===== src/rtl/uart_reg_bridge.sv =====
`default_nettype none
// +------------------------------------------------------------------+
// | uart_reg_bridge: UART byte frames ('W' a d / 'R' a) to reg bus    |
// | Rev 1.0                                                           |
// +------------------------------------------------------------------+
module uart_reg_bridge #(
  parameter int TIMEOUT_CLKS = 4000
) (
  input  logic       clk,
  input  logic       rst,
  input  logic [7:0] rx_data,
  input  logic       rx_valid,
  output logic [7:0] tx_data,
  output logic       tx_send,
  input  logic       tx_busy,
  input  logic       tx_done,
  output logic [3:0] reg_addr,
  output logic [7:0] reg_wdata,
  output logic       reg_we,
  output logic       reg_re,
  input  logic [7:0] reg_rdata,
  output logic       frame_err
);

  localparam logic [7:0]  OP_WRITE     = 8'h57;
  localparam logic [7:0]  OP_READ      = 8'h52;
  localparam logic [7:0]  RESP_ERR     = 8'h45;
  localparam logic [7:0]  RESP_OK      = 8'h4B;
  localparam logic [15:0] TIMEOUT_LAST = 16'(TIMEOUT_CLKS - 1);

  typedef enum logic [2:0] {
    IDLE     = 3'd0,
    GET_ADDR = 3'd1,
    GET_DATA = 3'd2,
    BUS_WR   = 3'd3,
    BUS_RD   = 3'd4,
    RD_WAIT  = 3'd5,
    SEND     = 3'd6,
    WAIT_TX  = 3'd7
  } state_t;

  state_t      state, state_nxt;
  logic [1:0]  rst_sync;
  logic        rst_n;
  logic        is_write;
  logic [3:0]  addr_q;
  logic [7:0]  wdata_q;
  logic [7:0]  tx_q;
  logic [15:0] idle_cnt;
  logic        in_frame;
  logic        timeout_hit;
  logic        op_valid;

  // Assertion propagates immediately; release is delayed two clocks.
  always_ff @(posedge clk or negedge rst) begin
    if (!rst) rst_sync <= 2'b00;
    else      rst_sync <= {rst_sync[0], 1'b1};
  end
  assign rst_n = rst_sync[1];

  assign in_frame    = (state == GET_ADDR) || (state == GET_DATA);
  assign timeout_hit = in_frame && !rx_valid && (idle_cnt == TIMEOUT_LAST);
  assign op_valid    = (rx_data == OP_WRITE) || (rx_data == OP_READ);

  always_comb begin
    state_nxt = state;
    tx_send   = 1'b0;
    reg_we    = 1'b0;
    reg_re    = 1'b0;
    frame_err = 1'b0;
    case (state)
      IDLE: begin
        if (rx_valid) begin
          if (op_valid) begin
            state_nxt = GET_ADDR;
          end else begin
            state_nxt = SEND;
            frame_err = 1'b1;
          end
        end
      end
      GET_ADDR: begin
        if (rx_valid)         state_nxt = is_write ? GET_DATA : BUS_RD;
        else if (timeout_hit) begin
          state_nxt = IDLE;
          frame_err = 1'b1;
        end
      end
      GET_DATA: begin
        if (rx_valid)         state_nxt = BUS_WR;
        else if (timeout_hit) begin
          state_nxt = IDLE;
          frame_err = 1'b1;
        end
      end
      BUS_WR: begin
        reg_we    = 1'b1;
        frame_err = rx_valid;
        state_nxt = SEND;
      end
      BUS_RD: begin
        reg_re    = 1'b1;
        frame_err = rx_valid;
        state_nxt = RD_WAIT;
      end
      RD_WAIT: begin
        frame_err = rx_valid;
        state_nxt = SEND;
      end
      SEND: begin
        frame_err = rx_valid;
        if (!tx_busy) begin
          tx_send   = 1'b1;
          state_nxt = WAIT_TX;
        end
      end
      WAIT_TX: begin
        frame_err = rx_valid;
        if (tx_done) state_nxt = IDLE;
      end
      default: state_nxt = IDLE;
    endcase
  end

  always_ff @(posedge clk or negedge rst_n) begin
    if (!rst_n) begin
      state    <= IDLE;
      is_write <= 1'b0;
      addr_q   <= 4'h0;
      wdata_q  <= 8'h00;
      tx_q     <= 8'h00;
      idle_cnt <= 16'h0000;
    end else begin
      state <= state_nxt;
      // Counter is zero on entry to an address/data wait and after every byte.
      if (in_frame && !rx_valid) idle_cnt <= idle_cnt + 16'h0001;
      else                       idle_cnt <= 16'h0000;
      case (state)
        IDLE: begin
          if (rx_valid && op_valid)  is_write <= (rx_data == OP_WRITE);
          if (rx_valid && !op_valid) tx_q     <= RESP_ERR;
        end
        GET_ADDR: if (rx_valid) addr_q  <= rx_data[3:0];
        GET_DATA: if (rx_valid) wdata_q <= rx_data;
        BUS_WR:   tx_q <= RESP_OK;
        RD_WAIT:  tx_q <= reg_rdata;
        default:  ;
      endcase
    end
  end

  assign tx_data   = tx_q;
  assign reg_addr  = addr_q;
  assign reg_wdata = wdata_q;

endmodule
`default_nettype wire

===== config.mk =====
export PLATFORM = sky130hd
export DESIGN_NAME = uart_reg_bridge
export DESIGN_NICKNAME = d
export VERILOG_FILES = /design/src/rtl/uart_reg_bridge.sv
export SDC_FILE = /design/constraint.sdc
export NUM_CORES = 1
export LEC_CHECK = 0
export CAP_MARGIN = 20
export CORE_UTILIZATION = 30
export CTS_CLUSTER_DIAMETER = 150
export DETAILED_ROUTE_END_ITERATION = 6
export HOLD_SLACK_MARGIN = 0.12
export PLACE_DENSITY_LB_ADDON = 0.05
export SYNTH_ARGS = -nofsm -noshare
export SYNTH_HDL_FRONTEND = slang
export SYNTH_SLANG_ARGS = --single-unit

===== constraint.sdc =====
create_clock -name clk -period 1.85 [get_ports clk]
set_clock_uncertainty 0.05 [all_clocks]
set_input_delay 0.37 -clock clk [delete_from_list [all_inputs] [get_ports clk]]
set_output_delay 0.37 -clock clk [all_outputs]
set_load 0.005 [all_outputs]

-- After elaboration in Yosys (flattened, before gate mapping)
Index checks and enable logic that the tools add are counted.
- bits in read-only memories: 0
- output and inout port bits: 24
- bits in registers: 42
- latch bits: 0
- RAM bits: 0
- logic and storage cells: 61
- memories: 0
- shift-type cells: 0
- bitwise operators: 0
- $mul: 0
- reductions and logical operators: 18
- div/mod/pow operators: 0
- magnitude comparators: 0
- muxes and demuxes: 21
- equality and inequality tests: 14
- $add $sub $neg: 1
- operators by type and width (kind ; number):
    3-bit two-way mux ; 8
    8-bit case mux with 3 select lines ; 1
    3-bit case mux with 7 select lines ; 1
    16-bit by 1-bit adder with 16-bit output, second input constant ; 1
    16-bit by 12-bit == test with 1-bit output, second input constant ; 1
    8-bit by 7-bit == test with 1-bit output, second input constant ; 2
    16-bit two-way mux ; 1
    3-bit == test, second input constant ; 4
    1-bit two-way mux ; 8
    8-bit two-way mux ; 1
    2-bit inequality test, second input constant ; 4
    2-bit AND reduction ; 4
    3-bit by 2-bit == test with 1-bit output, second input constant ; 2
    5-bit OR reduction ; 1
    1-bit logical AND ; 4
    2-bit OR reduction ; 2
    3-bit by 1-bit == test with 1-bit output, second input constant ; 1
    3-bit logical NOT ; 1
    1-bit case mux with 3 select lines ; 1
    3-bit AND reduction ; 1
    3-bit nonzero test ; 1
    1-bit logical NOT ; 2
    1-bit logical OR ; 2

-- Longest topological paths before layout
Gate-level depths: netlist of run 1.
- depth after elaboration: 7
- mapped depth: 6
- depth with buffers taken out: 6

-- Least setup slack after synthesis of run 1
Ideal clock, no wire load.
- path kind: register to register
- from: register state[1]
- to: register state[1]
- data arrival time: 1.818 ns
- period minus slack after synthesis: 2.006 ns
- setup slack: -0.156 ns
- cell stages (with the launch flop): 6
- required time: 1.662 ns
- path through: dfrtp_1 nand2b_1 a211o_1 or4_4 a2111oi_2 nor3_1
- cells in the longest elaborated chain, start to end: 7
- elaborated cells between the ends (all ways): 20
- those cells by class: eq/ne: 10; mux: 4; reduce/logical: 6
- ends and longest elaborated chain (element ; line ; source):
    from (decl) ; 42 ; state_t state, state_nxt;
    from (signal assigned) ; 134 ; state <= state_nxt;
    3-bit by 1-bit == test with 1-bit output or 3-bit by 2-bit == test with 1-bit output (tied branches) ; 61, 71 ;
    1-bit logical OR ; 61 ; assign in_frame = (state == GET_ADDR) || (state == GET_DATA);
    1-bit logical AND (2 in a row) ; 62 ; assign timeout_hit = in_frame && !rx_valid && (idle_cnt == TIMEOUT_LAST);
    3-bit two-way mux ; -- ;
    3-bit two-way mux, on equally long branches ; -- ;
    3-bit case mux with 7 select lines ; 71 ; case (state)
Several ways; a longest one is shown, not always the timed one.
A chain may end at the register's enable or synchronous reset.

-- Worst setup path in the final report of run 1
- from: register state[1]
- to: output frame_err
- cells in the longest elaborated chain, start to end: 7
- elaborated cells between the ends (all ways): 16
- those cells by class: eq/ne: 7; mux: 3; reduce/logical: 6
- ends and longest elaborated chain (element ; line ; source):
    3-bit by 1-bit == test with 1-bit output or 3-bit by 2-bit == test with 1-bit output (tied branches) ; 61, 71 ;
    1-bit logical OR ; 61 ;
    1-bit logical AND (2 in a row) ; 62 ;
    1-bit two-way mux ; 84, 91 ;
    1-bit two-way mux ; 90 ; if (rx_valid) state_nxt = BUS_WR;
    1-bit case mux with 3 select lines (*) ; 71 ;
    to (decl) ; 22 ; output logic frame_err
Every way passes the cells marked *; elsewhere a longest branch is shown, timed or not.

==> results.tsv, run 1 <==
stage	metric	value	unit
placement	gp_congestion	0.905	
timing	setup_ws	-328	ps
global_routing	grt_pass1_vias	1788	
yosys	synth-xor-area-share	0.0661	
critical_path	slowest_stage	or4_4	
yosys	yosys_warnings	0	
pwr	switching_share	0.309	
floorplanning	start_util	0.311	
critical_path	critPathMaxFanout	2	
floorplanning	rows	29	
timing	rsz0062_at_grt	yes	
finish	drive_gt1_frac	0.335	
timing	fin_crit	2180	ps
yosys	synth_ff_type	dfrtp_1	
finish	layout.cells.non_filler	361	
run	maxCapViolations	0	
clock_tree	clock_path_buffers	2	
floorplanning	die_w	83.4	microns
floorplanning	io_pins	45	
yosys	seq_area_frac_synth	0.529	
yosys	synthAdderAreaFrac	0.00629	
yosys	synth.largest_area_cell	dfrtp_1	
clock_tree	cts_max_level	2	
pwr	p_int	2.66	mW
clock_tree	cts_hold_buf	0	
timing	fin_tns_setup	-1310	ps
finish	syn2layout_area_growth	58.2	%
finish	antenna-diode-count	0	
global_routing	gr-total-overflow	0	
floorplanning	die_h	83.4	microns
yosys	yosys.area_share.simple	0.187	
detailed_routing	ant_nets	0	
critical_path	worst_ep_required_time	1430	ps
yosys	synthCells	187	
yosys	synth_area_leaders	dfrtp_1 (53%), mux2_2 (7.4%), nor2_1 (4.3%)	
timing	fmax	459	MHz
placement	post-dp-hpwl	3550	microns
pwr	p_comb_frac	0.477	
critical_path	end_kind	primary output	
clock_tree	clock-root-buffer	clkbuf_8	
pwr	power_density	1220	nW/um^2
critical_path	worstSetupStartpointType	flip-flop	
timing	worst_pin_slew	532	ps
clock_tree	numCtsBuffers	5	
global_routing	grt_pass1_wl	8550	microns
timing	slew_headroom	0.646	
floorplanning	die_area	6960	sq um
yosys	synth_compound_area_frac	0.114	
yosys	synth_nets	209	
yosys	yosysUniqueCellTypes	41	
yosys	synth_top_family_by_area	simple AND/OR/NAND/NOR gates	
detailed_routing	wire_per_inst	14.0	microns
hold_path	min-delay-path-class	input pin to asynchronous set/reset pin	
detailed_routing	first_iter_violations	54	
detailed_routing	drc	0	
pwr	power.switching	1.19	mW
placement	dp.cells	348	
detailed_routing	num_vias	1712	
critical_path	critical-path-top-delay-family	simple AND/OR/NAND/NOR gates	
yosys	synth-seq-cells	42	
placement	dp_worst_setup_slack	-668	ps
pwr	seq_power_share	0.336	
timing	drv_slew	0	
detailed_routing	drt_pre_antenna_iters	4	
clock_tree	clk_latency	290	ps
yosys	synth_top_area_share	0.529	
pwr	ir_drop	0.587	mV
pwr	leakage	1.38	nW
critical_path	path_cells	buf_6 > nand2b_4 > a211o_1 > or4_4 > nand2_2 > buf_2	
clock_tree	cts.sinks	42	
finish	fin_util	0.493	
timing	timing.hold.ws	178	ps
detailed_routing	vias_per_cell	4.74	
global_routing	grt_usage	0.153	
critical_path	slowest_delay	430	ps
timing	setup_violations	6	
critical_path	crit_type	flip-flop to primary output	
placement	portBuffers	44	
critical_path	arrival	1760	ps
yosys	synthArstFlopShare	1.00	
yosys	synth-edff-count	0	
clock_tree	clk_pin_slew	90	ps
yosys	avgSynthCellArea	10.6	sq um
clock_tree	tritoncts	built	
floorplanning	coreArea	6390	sq um
critical_path	critical_path_buf_inv_count	2	
pwr	clkPwrFrac	0.187	
run_status	violations	setup timing	
timing	finalCritPeriodShare	1.18	
finish	nets	305	
yosys	synth_mux_area_frac	0.0736	
finish	final_cell_mix	buf_4 (44), dfrtp_1 (42), clkdlybuf4s50_1 (34), nor2_1 (21), mux2_2 (13)	
finish	final_common_cell	buf_4	
timing	final_hold_viol_count	0	
yosys	synthesis.area	1990	sq um
run_status	outcome	complete, but fails checks	
detailed_routing	postRouteWirelength	5070	microns
global_routing	antenna_found_initial	0	
global_routing	grt_max_degree	41	
## kinds of logic after synthesis
kind of cell,Yosys count
and+or+nand+nor,72
xor gates and xnor gates,15
muxes,13
buffers and inverters,12
other,1
DFF,42
adders and majority gates,1
AOI/OAI and AO/OA,31
## what timing repair did
item,in CTS,in global routing
resized for setup,29,19
endpoints found under the setup margin,15,12
pin swaps,6,10
buffers inserted,4,1
## stage by stage
step                total power [mW]  cell area [sq um]
finish                          3.85               3150
global route                    4.12               3150
detailed placement              2.97               2860
floorplan                       2.10               2010
global placement                2.95               2860
CTS                             3.82               3080
## area by class of cell
type	instances	area (sq um)
inverters	7	26.3
well taps	77	96.3
repair buffers	94	836
flip-flops and latches	42	1050
clock inverters	2	37.5
clock buffers	6	72.6
multi-input cells	133	1030
fillers	610	3240
## sequential cells by signal, summed over array words and instances (netlist names)
register	flops
state	3
is_write	1
reg_addr	4
reg_wdata	8
tx_data	8
rst_sync	2
idle_cnt	16
## synthesized netlist by cell type, drive strengths merged, types with 2 or more instances
master  count
inv         7
nand3       7
nor3b       2
xor2        9
nand2      12
nand2b      4
a211o       2
o21ai       4
dfrtp      42
a21oi       7
o22a        2
mux2       13
nor3        7
o31ai       2
or2         2
nor2b       2
a221o       2
or4         2
clkbuf      5
and3        2
o22ai       3
xnor2       6
nor2       23
nor4b       2
nand4       3
a22o        3
## metal layers
layer  vias up  track usage  part of all wire
li1        850            -                 -
met1       826        0.199              0.46
met2        34        0.256              0.50
met3         2       0.0378             0.040
met4         0       0.0376            0.0047
met5         -            0                 0
## power groups by stage
stage | combinational, mW | sequential [mW] | clock, mW
final | 1.84 | 1.29 | 0.718
after global routing | 1.99 | 1.33 | 0.792
after CTS | 1.77 | 1.29 | 0.751
after detailed placement | 1.65 | 1.32 | 0
after global placement | 1.64 | 1.31 | 0
after floorplan | 0.758 | 1.35 | 0
## worst reg2reg max path, cell delays in order (launching register included)
cell and delay [ps]:
dfrtp_1 380, buf_6 110, nand2b_4 50, a211o_1 310, or4_4 430, buf_4 150, buf_6 120, a2111oi_4 350
nor3_2 70
## path summary, 6_finish.rpt
| kind | from | to | slack, ps | depth (start not counted) |
|---|---|---|---|---|
| setup / recovery | state[1]$_DFFE_PN0P_ | frame_err | -330 | 6 |
| hold / removal | rst | rst_sync[1]$_DFF_PN0_ | 180 | 1 |
| setup reg to reg | state[1]$_DFFE_PN0P_ | state[1]$_DFFE_PN0P_ | -280 | 8 |
| hold reg to reg | rst_sync[1]$_DFF_PN0_ | tx_data[7]$_DFFE_PN0P_ | 260 | 1 |
| max in group asynchronous | rst_sync[1]$_DFF_PN0_ | is_write$_DFFE_PN0P_ | 1110 | 1 |
| min in group clk | rst_sync[0]$_DFF_PN0_ | rst_sync[1]$_DFF_PN0_ | 290 | 0 |
(Power assumes the default switching activity.)
==> inputs of run 2 (changes only) <==
Settings changed: CELL_PAD_IN_SITES_DETAIL_PLACEMENT set to 0, CELL_PAD_IN_SITES_GLOBAL_PLACEMENT set to 1, CTS_CLUSTER_SIZE set to 16, GPL_TIMING_DRIVEN set to 0.
==> results.tsv, run 2 (same netlist as run 1, synthesis figures left out) <==
stage	metric	value	unit	change
floorplanning	rows	29		unchanged
detailed_routing	first_iter_violations	74		+37%
critical_path	critical_path_buf_inv_count	1		-1
clock_tree	clk_latency	290	ps	about the same
clock_tree	cts_max_level	2		unchanged
critical_path	worst_ep_required_time	1430	ps	about the same
timing	fin_crit	2280	ps	+99.6 ps
placement	dp.cells	308		-11%
critical_path	slowest_delay	450	ps	+20 ps
floorplanning	die_w	83.4	microns	unchanged
clock_tree	tritoncts	built		
timing	fmax	439	MHz	-4.4%
timing	timing.hold.ws	183	ps	+4.19 ps
finish	antenna-diode-count	0		unchanged
timing	setup_violations	4		-2
timing	rsz0062_at_grt	yes		
floorplanning	coreArea	6390	sq um	unchanged
critical_path	arrival	1860	ps	+100 ps
finish	drive_gt1_frac	0.253		-0.0815
pwr	ir_drop	0.661	mV	+13%
timing	finalCritPeriodShare	1.23		+0.0538
detailed_routing	drc	0		unchanged
detailed_routing	num_vias	1622		-5.3%
detailed_routing	vias_per_cell	4.98		+4.9%
hold_path	min-delay-path-class	input pin to asynchronous set/reset pin		
finish	final_common_cell	dfrtp_1		
global_routing	grt_pass1_vias	1716		-4.0%
timing	slew_headroom	0.410		-0.235
global_routing	grt_pass1_wl	8110	microns	-5.2%
critical_path	crit_type	flip-flop to primary output		
run_status	outcome	complete, but fails checks		
run_status	violations	setup timing		
finish	syn2layout_area_growth	45.1	%	
timing	worst_pin_slew	884	ps	+353 ps
critical_path	path_cells	nand2b_4 > a211o_4 > or4_4 > nand2_2 > buf_2		
detailed_routing	ant_nets	0		unchanged
critical_path	end_kind	primary output		
timing	fin_tns_setup	-1290	ps	+13.6 ps
run	maxCapViolations	0		unchanged
finish	final_cell_mix	dfrtp_1 (40), clkdlybuf4s50_1 (38), nor2_1 (19), mux2_2 (13)		
critical_path	critPathMaxFanout	3		+1
timing	drv_slew	0		unchanged
floorplanning	start_util	0.311		unchanged
floorplanning	die_area	6960	sq um	unchanged
global_routing	grt_max_degree	41		unchanged
floorplanning	io_pins	45		unchanged
detailed_routing	wire_per_inst	14.7	microns	+4.5%
critical_path	worstSetupStartpointType	flip-flop		
placement	dp_worst_setup_slack	-978	ps	-310 ps
placement	portBuffers	44		unchanged
finish	top_register	idle_cnt		
timing	setup_ws	-427	ps	-99.6 ps
clock_tree	numCtsBuffers	5		unchanged
pwr	power_density	1310	nW/um^2	+6.9%
clock_tree	clk_pin_slew	80	ps	about the same
pwr	leakage	1.20	nW	-13%
clock_tree	cts.sinks	42		unchanged
clock_tree	clock-root-buffer	clkbuf_8		
clock_tree	clock_path_buffers	2		unchanged
critical_path	slowest_stage	or4_4		
pwr	finalPower	3.77	mW	-2.0%
detailed_routing	drt_pre_antenna_iters	4		unchanged
critical_path	critical-path-top-delay-family	simple AND/OR/NAND/NOR gates		
global_routing	grt_usage	0.147		-0.00639
global_routing	gr-total-overflow	0		unchanged
global_routing	antenna_found_initial	0		unchanged
finish	largest_register_ffs	16		unchanged
placement	gp_congestion	0.838		-7.5%
timing	final_hold_viol_count	0		unchanged
finish	layout.cells.non_filler	326		-9.7%
finish	nets	270		-11%
floorplanning	die_h	83.4	microns	unchanged
placement	post-dp-hpwl	3310	microns	-6.7%
detailed_routing	postRouteWirelength	4780	microns	-5.6%
[run 2: cell count changes in the layout (fill, tap and decap cells not counted), moves of 2 or more]
cell,delta
buf_4,-36
clkbuf_8,+5
buf_6,-4
clkdlybuf4s50_1,+4
dlygate4sd2_1,-3
dfrtp_1,-2
dfrtp_2,+2
nor2_1,-2
nor2_4,+2
nor3_1,+2
nor3b_2,+2
o21ai_0,+2
o21ai_1,-2
[run 2: what timing repair did]
item                       4_1_cts  5_1_grt
gates resized for setup         34       18
setup buffers                    6        4
pin swaps                        5        3
setup endpoints to repair       24       17
hold buffers                     0        0
gates cloned                     0        0
[run 2: final timing paths]
path | from | to | slack (ps) | cells past startpoint
max reg2reg | state[0]$_DFFE_PN0P_ | state[1]$_DFFE_PN0P_ | -420 | 7
min | rst | rst_sync[0]$_DFF_PN0_ | 180 | 1
min reg2reg | rst_sync[0]$_DFF_PN0_ | rst_sync[1]$_DFF_PN0_ | 310 | 0
max in group asynchronous | rst_sync[1]$_DFF_PN0_ | state[1]$_DFFE_PN0P_ | 810 | 0
min in group clk | rst_sync[0]$_DFF_PN0_ | rst_sync[1]$_DFF_PN0_ | 310 | 0
max | state[0]$_DFFE_PN0P_ | frame_err | -430 | 5
[run 2: per-stage QoR]
step	utilization	area, sq um
after floorplan	-	2010
after global placement	0.399	2540
after detailed placement	0.399	2550
after CTS	0.438	2800
after global routing	0.452	2880
final	0.452	2880
[run 2: where the power goes]
part | internal [mW] | total (mW) | switching (mW)
Clock | 0.377 | 0.689 | 0.312
Combinational | 1.04 | 1.75 | 0.713
Sequential | 1.17 | 1.33 | 0.162
Total | 2.58 | 3.77 | 1.19
[run 2: final cells by class]
cell class,instances,area [sq um]
tap,77,96.3
clock buffer,8,110
fill,618,3500
sequential,42,1050
timing repair buffer,54,520
buffer,5,53.8
inverter,7,26.3
multi-input combinational,133,1020
[run 2: routing by layer]
metal  wire length (microns)  GRT usage  vias up  share of wire
li1                        -          -      774              -
met1                    2190      0.188      803           0.46
met2                    2340      0.241       41           0.49
met3                     204     0.0328        4          0.043
met4                      41     0.0549        0         0.0086
met5                       0          0        -              0
